<file path="src/rtl/program_loader_pkg.sv">
// Shared types and defaults for the program loader slice.
package program_loader_pkg;

    localparam int unsigned DEF_ADDR_W   = 8;
    localparam logic [7:0]  DEF_HDR_BYTE = 8'hA5;

    typedef enum logic [3:0] {
        S_IDLE,
        S_HDR,
        S_LEN,
        S_HI,
        S_LO,
        S_WR,
        S_CHK,
        S_RUN,
        S_ERR
    } state_t;

    // States in which a stream byte may be taken.
    function automatic logic accepts_byte(input state_t s);
        return s inside {S_HDR, S_LEN, S_HI, S_LO, S_CHK};
    endfunction

    // States that make up an in-progress load.
    function automatic logic is_loading(input state_t s);
        return s inside {S_HDR, S_LEN, S_HI, S_LO, S_WR, S_CHK};
    endfunction

endpackage

</file>
<file path="src/rtl/program_loader_if.sv">
// Byte stream (valid/ready) and program-memory write port of the loader.
interface program_loader_if
    import program_loader_pkg::*;
#(
    parameter int unsigned ADDR_W = DEF_ADDR_W
);
    logic [7:0]        in_byte;
    logic              in_valid;
    logic              in_ready;
    logic              ext_wen;
    logic [ADDR_W-1:0] ext_addr;
    logic [15:0]       ext_data;

    modport master (
        output in_byte, in_valid,
        input  in_ready, ext_wen, ext_addr, ext_data
    );

    modport slave (
        input  in_byte, in_valid,
        output in_ready, ext_wen, ext_addr, ext_data
    );
endinterface

</file>
<file path="src/rtl/program_loader_word_asm.sv">
// Assembles a 16-bit word from high/low bytes and keeps the running XOR of all data bytes.
module loader_word_asm (
    input  logic        clk,
    input  logic        rst_n,
    input  logic        clear,
    input  logic        load,
    input  logic        sel_lo,
    input  logic [7:0]  data,
    output logic [15:0] word,
    output logic [7:0]  csum
);
    logic [7:0] hi_q;

    // The word is presented while the low byte is on the input so the caller can register it in the same edge.
    assign word = {hi_q, data};

    // Latch the high byte and fold every loaded byte into the checksum.
    always_ff @(posedge clk or negedge rst_n) begin
        if (!rst_n) begin
            hi_q <= '0;
            csum <= '0;
        end else if (clear) begin
            hi_q <= '0;
            csum <= '0;
        end else if (load) begin
            csum <= csum ^ data;
            if (!sel_lo) begin
                hi_q <= data;
            end
        end
    end
endmodule

</file>
<file path="src/rtl/program_loader.sv">
// Framed byte-stream loader that writes 16-bit words into program memory and releases the CPU after a good checksum.
module program_loader
    import program_loader_pkg::*;
#(
    parameter logic [7:0]  HDR_BYTE = DEF_HDR_BYTE,
    parameter int unsigned ADDR_W   = DEF_ADDR_W
) (
    input  logic              clk,
    input  logic              rst_n,
    input  logic              start,
    program_loader_if.slave   bus,
    output logic              timer_en,
    output logic              busy,
    output logic              err,
    output logic [ADDR_W-1:0] word_count
);
    state_t            state;
    logic [ADDR_W-1:0] n_q;
    logic [ADDR_W-1:0] count_inc;
    logic              xfer;
    logic              asm_clear;
    logic              asm_load;
    logic              asm_sel_lo;
    logic [15:0]       asm_word;
    logic [7:0]        asm_csum;

    // A start in the same cycle as a byte wins; the byte is refused.
    assign bus.in_ready = !start && accepts_byte(state);
    assign xfer         = bus.in_valid && bus.in_ready;

    assign asm_clear  = xfer && (state == S_LEN) && (bus.in_byte != 8'h00);
    assign asm_load   = xfer && ((state == S_HI) || (state == S_LO));
    assign asm_sel_lo = (state == S_LO);

    assign timer_en = (state == S_RUN);
    assign err      = (state == S_ERR);
    assign busy     = is_loading(state);

    // word_count doubles as the write pointer; N <= 255 keeps it at most 254 when used as an address.
    assign count_inc = word_count + ADDR_W'(1);

    loader_word_asm u_word_asm (
        .clk    (clk),
        .rst_n  (rst_n),
        .clear  (asm_clear),
        .load   (asm_load),
        .sel_lo (asm_sel_lo),
        .data   (bus.in_byte),
        .word   (asm_word),
        .csum   (asm_csum)
    );

    // Frame parser: header, length, word pairs with write strobe, checksum, then run or error.
    always_ff @(posedge clk or negedge rst_n) begin
        if (!rst_n) begin
            state        <= S_IDLE;
            n_q          <= '0;
            word_count   <= '0;
            bus.ext_wen  <= 1'b0;
            bus.ext_addr <= '0;
            bus.ext_data <= '0;
        end else begin
            bus.ext_wen <= 1'b0;
            if (start) begin
                state      <= S_HDR;
                word_count <= '0;
            end else begin
                case (state)
                    S_HDR: begin
                        if (xfer && (bus.in_byte == HDR_BYTE)) begin
                            state <= S_LEN;
                        end
                    end
                    S_LEN: begin
                        if (xfer) begin
                            if (bus.in_byte == 8'h00) begin
                                state <= S_ERR;
                            end else begin
                                n_q        <= ADDR_W'(bus.in_byte);
                                word_count <= '0;
                                state      <= S_HI;
                            end
                        end
                    end
                    S_HI: begin
                        if (xfer) begin
                            state <= S_LO;
                        end
                    end
                    S_LO: begin
                        // Strobe is raised here so it is high for exactly the WR cycle.
                        if (xfer) begin
                            bus.ext_wen  <= 1'b1;
                            bus.ext_addr <= word_count;
                            bus.ext_data <= asm_word;
                            state        <= S_WR;
                        end
                    end
                    S_WR: begin
                        word_count <= count_inc;
                        state      <= (count_inc == n_q) ? S_CHK : S_HI;
                    end
                    S_CHK: begin
                        if (xfer) begin
                            state <= (bus.in_byte == asm_csum) ? S_RUN : S_ERR;
                        end
                    end
                    default: ;
                endcase
            end
        end
    end
endmodule

</file>
<file path="src/flat_wrapper.sv">
// flat-port wrapper written by rule: the top's interface ports become plain ports
module program_loader_flat import program_loader_pkg::*;
#(
    parameter logic [7:0]  HDR_BYTE = DEF_HDR_BYTE,
    parameter int unsigned ADDR_W   = DEF_ADDR_W
)
  (clk, rst_n, start, timer_en, busy, err, word_count, bus_in_byte, bus_in_valid, bus_in_ready, bus_ext_wen, bus_ext_addr, bus_ext_data);
  program_loader_if #(.ADDR_W(ADDR_W)) bus_i ();
  input  logic clk;
  input  logic rst_n;
  input  logic start;
  output logic timer_en;
  output logic busy;
  output logic err;
  output logic [ADDR_W-1:0] word_count;
  input wire logic [$bits(bus_i.in_byte)-1:0] bus_in_byte;
  input wire logic [$bits(bus_i.in_valid)-1:0] bus_in_valid;
  output wire logic [$bits(bus_i.in_ready)-1:0] bus_in_ready;
  output wire logic [$bits(bus_i.ext_wen)-1:0] bus_ext_wen;
  output wire logic [$bits(bus_i.ext_addr)-1:0] bus_ext_addr;
  output wire logic [$bits(bus_i.ext_data)-1:0] bus_ext_data;
  assign bus_i.in_byte = bus_in_byte;
  assign bus_i.in_valid = bus_in_valid;
  assign bus_in_ready = bus_i.in_ready;
  assign bus_ext_wen = bus_i.ext_wen;
  assign bus_ext_addr = bus_i.ext_addr;
  assign bus_ext_data = bus_i.ext_data;
  program_loader #(.HDR_BYTE(HDR_BYTE), .ADDR_W(ADDR_W)) u_core (.clk(clk), .rst_n(rst_n), .start(start), .bus(bus_i), .timer_en(timer_en), .busy(busy), .err(err), .word_count(word_count));
endmodule
</file>
<file path="config.mk">
export PLATFORM = sky130hd
export DESIGN_NAME = program_loader_flat
export DESIGN_NICKNAME = d
export VERILOG_FILES = /design/src/rtl/program_loader_pkg.sv /design/src/rtl/program_loader_if.sv /design/src/rtl/program_loader_word_asm.sv /design/src/rtl/program_loader.sv /design/src/flat_wrapper.sv
export SDC_FILE = /design/constraint.sdc
export NUM_CORES = 1
export LEC_CHECK = 0
export ABC_CLOCK_PERIOD_IN_PS = 4700
export CORE_AREA = 2 2 90 127
export CTS_CLUSTER_DIAMETER = 60
export DETAILED_ROUTE_END_ITERATION = 10
export DIE_AREA = 0 0 92 129
export PLACE_DENSITY_LB_ADDON = 0.05
export SLEW_MARGIN = 25
export SYNTH_ARGS = -nofsm -noshare
export SYNTH_HDL_FRONTEND = slang
export SYNTH_SLANG_ARGS = --single-unit
</file>
<file path="constraint.sdc">
create_clock -name clk -period 4.7 [get_ports clk]
set_clock_uncertainty 0.05 [all_clocks]
set_input_delay 1.41 -clock clk [delete_from_list [all_inputs] [get_ports clk]]
set_output_delay 1.41 -clock clk [all_outputs]
set_load 0.005 [all_outputs]
</file>
==> flow_metrics.py <==
metrics = {
    "routing": {
        "drt_iter0_drc": 122,
        "drtAntennaViolNets": 0,
        "num_vias": 2516,
        "drtPass1Iterations": 4,
        "finalWirelength_mm": 8.14,
        "drc": 0,
        "vias_per_cell": 4.78,
        "wl_per_cell_um": 15.5,
    },
    "synth": {
        "ys_ff_latch": 61,
        "synth_edf_count": 0,
        "synthFlopType": "dfrtp_1",
        "yosysMostFrequentCell": "nand2_1",
        "synth_top_area_cell": "dfrtp_1",
        "synth_nets": 350,
        "yosys-top-cells-area": "dfrtp_1 48%, nand2_1 12%, xnor2_1 5.3%",
        "syn_avg_cell_area_um2": 9.36,
        "synth_common_cells": "101 x nand2_1, 61 x dfrtp_1, 19 x o21ai_0, 19 x xnor2_1, 13 x buf_2",
        "yosys.area.top_type_share": 0.484,
        "synthDistinctLibCells": 54,
        "yosysSeqAreaShare": 0.484,
        "async_flop_share": 1.00,
        "syn_area_mm2": 0.00316,
        "yosysWarnings": 0,
        "syn_inst": 337,
    },
    "placement": {
        "hpwlAfterDp_mm": 5.57,
        "gp_congestion": 0.846,
        "place_area_mm2": 0.00372,
        "port-buffer-count": 48,
    },
    "sta": {
        "fin_crit_ps": 4300,
        "rsz0062_at_grt": "false",
        "slew_viol_final": 0,
        "setup_viol": 0,
        "timing.final.crit_share": 0.914,
        "tightestPinTransition_ps": 869,
        "fmaxAchievable_mhz": 233,
        "fin_tns_setup_ps": 0,
        "hold_viol": 0,
        "hold_slack_ps": 419,
        "relSlewSlack": 0.421,
    },
    "critical_path": {
        "cp_slowest_cell": "clkdlybuf4s50_1",
        "crit_required_ps": 3240,
        "endpoint": "bus_in_ready",
        "critPathLaunch": "start",
        "crit_chain": "clkdlybuf4s50_1 > a21oi_1 > nor3b_1 > clkdlybuf4s50_1",
        "rr_startpoint": "u_core.state[0]",
        "reg2reg_to": "u_core.u_word_asm.csum[1]",
        "r2r_cells": 7,
        "worstSetupEndpointType": "primary output",
        "reg2reg_setup_slack_ps": 2240,
        "cp_common_cell": "clkdlybuf4s50_1",
        "crit_arrival_ps": 2840,
        "critical-path-max-stage-delay_ps": 560,
        "critPathMaxFanout": 2,
        "crit_type": "input pin to primary output",
        "start_kind": "input pin",
    },
    "floorplan": {
        "die_h_um": 129,
        "rows": 45,
        "ioPinCount": 49,
        "core_mm2": 0.0107,
        "die_w_um": 92,
        "start_util": 0.295,
        "dieArea_mm2": 0.0119,
    },
    "clocking": {
        "post_cts_buffers": 0,
        "clk_latency_ps": 330,
        "root_buffer": "clkbuf_16",
        "cts.sinks": 61,
        "cts_tree": "yes",
        "cts-hold-fix-buffers": 0,
        "cts_made_buffers": 9,
        "clockBufferDepth": 2,
        "path_clk_slew_ps": 50,
        "ctsHtreeMaxLevel": 3,
        "cts.repair.resized": 0,
    },
    "final_layout": {
        "fill_cells": 1116,
        "stdcell_area_mm2": 0.00407,
        "synthToLayoutAreaGrowth_pct": 28.8,
        "nNetsFinal": 393,
        "n_antenna_cell": 0,
        "drive_above_1_share": 0.117,
    },
    "min_path": {
        "hp-start": "u_core.u_word_asm.hi_q[0]",
        "hold_class": "flop to flop",
    },
    "flow_run": {
        "maxCapViolCount": 0,
    },
    "grt": {
        "grtUsageTotal": 0.151,
        "grt_pass1_vias": 2555,
        "grt_antenna_before_repair": 0,
        "grt_max_degree": 38,
        "gr-total-overflow": 0,
        "grt_pass1_wl_mm": 13.7,
    },
    "power": {
        "cellPowerDensity_mw_per_mm2": 491,
        "total_leakage_power_nw": 1.82,
        "max-vdd-ir-drop_uv": 249,
    },
    "run_status": {
        "status": "complete, no violations",
    },
}
==> worst max-delay path: cells and delay by family <==
| kind | cells | cell delay (ps) |
|---|---|---|
| AOI/OAI and AO/OA | 1 | 170 |
| buffers and inverters | 2 | 970 |
| and+or+nand+nor | 1 | 290 |
==> through the flow <==
step           instances  setup slack [ps]  total power, W  utilization
2_1_floorplan        337              1150         0.00108            -
6_report             526               403         0.00200        0.380
4_1_cts              526               357         0.00203        0.380
3_3_place_gp         510               393         0.00124        0.348
3_5_place_dp         510               375         0.00125        0.348
5_1_grt              526               245         0.00213        0.380
==> flip-flops by register name, indices dropped and copies added (netlist names) <==
signal and count:
u_core.bus.ext_addr 8, u_core.bus.ext_data 16, u_core.bus.ext_wen 1, u_core.n_q 8, u_core.state 4, u_core.u_word_asm.csum 8
u_core.u_word_asm.hi_q 8, u_core.word_count 8
==> logic make-up (layout without fill, tap and decap cells) <==
family / after synthesis / count (layout) / synth area share
AND/OR/NAND/NOR: 162 / 162 / 0.257
flip-flops: 61 / 61 / 0.484
AO/OA/AOI/OAI: 57 / 57 / 0.121
buffers and inverters: 26 / 74 / 0.0448
XOR/XNOR: 21 / 21 / 0.0583
multiplexers: 9 / 9 / 0.0321
adder cells (fa/ha/maj): 1 / 1 / 0.00396
==> power breakdown <==
group	internal, W	switching, W
combinational	0.000250	0.000218
sequential	0.000651	0.000116
clock	0.000531	0.000232
total	0.00143	0.000566
==> routing by layer <==
layer / up-vias / wire [µm] / track usage
li1: 1230 / - / -
met1: 1217 / 3670 / 0.188
met2: 54 / 4040 / 0.252
met3: 15 / 217 / 0.0217
met4: 0 / 212 / 0.0825
met5: - / 0 / 0
==> cells in the final DEF (no fill, tap or decap), drive strengths merged, types with 6 or more instances in the layout <==
| cell | count |
|---|---|
| a21oi | 7 |
| nor3b | 10 |
| o21ai | 23 |
| clkdlybuf4s50 | 47 |
| nor3 | 7 |
| clkbuf | 12 |
| nor2 | 13 |
| xnor2 | 19 |
| dfrtp | 61 |
| nand2 | 101 |
| mux2 | 9 |
| buf | 6 |
| a21o | 10 |
==> how the worst min path moves through the flow <==
stage	end	slack [ps]	depth (start not counted)
after CTS	u_core.bus.ext_data[12]	420	2
after global placement	u_core.bus.ext_data[10]	400	2
after detailed placement	u_core.bus.ext_data[12]	410	2
final	u_core.bus.ext_data[8]	420	2
after global routing	u_core.bus.ext_data[10]	450	2
after floorplan	u_core.bus.ext_data[10]	390	2
==> layout make-up <==
| cell class | count | area, µm² | share of cell area |
|---|---|---|---|
| clock inverters | 4 | 95.1 | 0.0234 |
| repair buffers | 53 | 513 | 0.126 |
| multi-input cells | 250 | 1490 | 0.366 |
| clock buffers | 12 | 246 | 0.0606 |
| flip-flops and latches | 61 | 1530 | 0.375 |
| well taps | 141 | 176 | 0.0434 |
| inverters | 5 | 20.0 | 0.00492 |
Note: power is estimated with default switching activity, not from simulation.
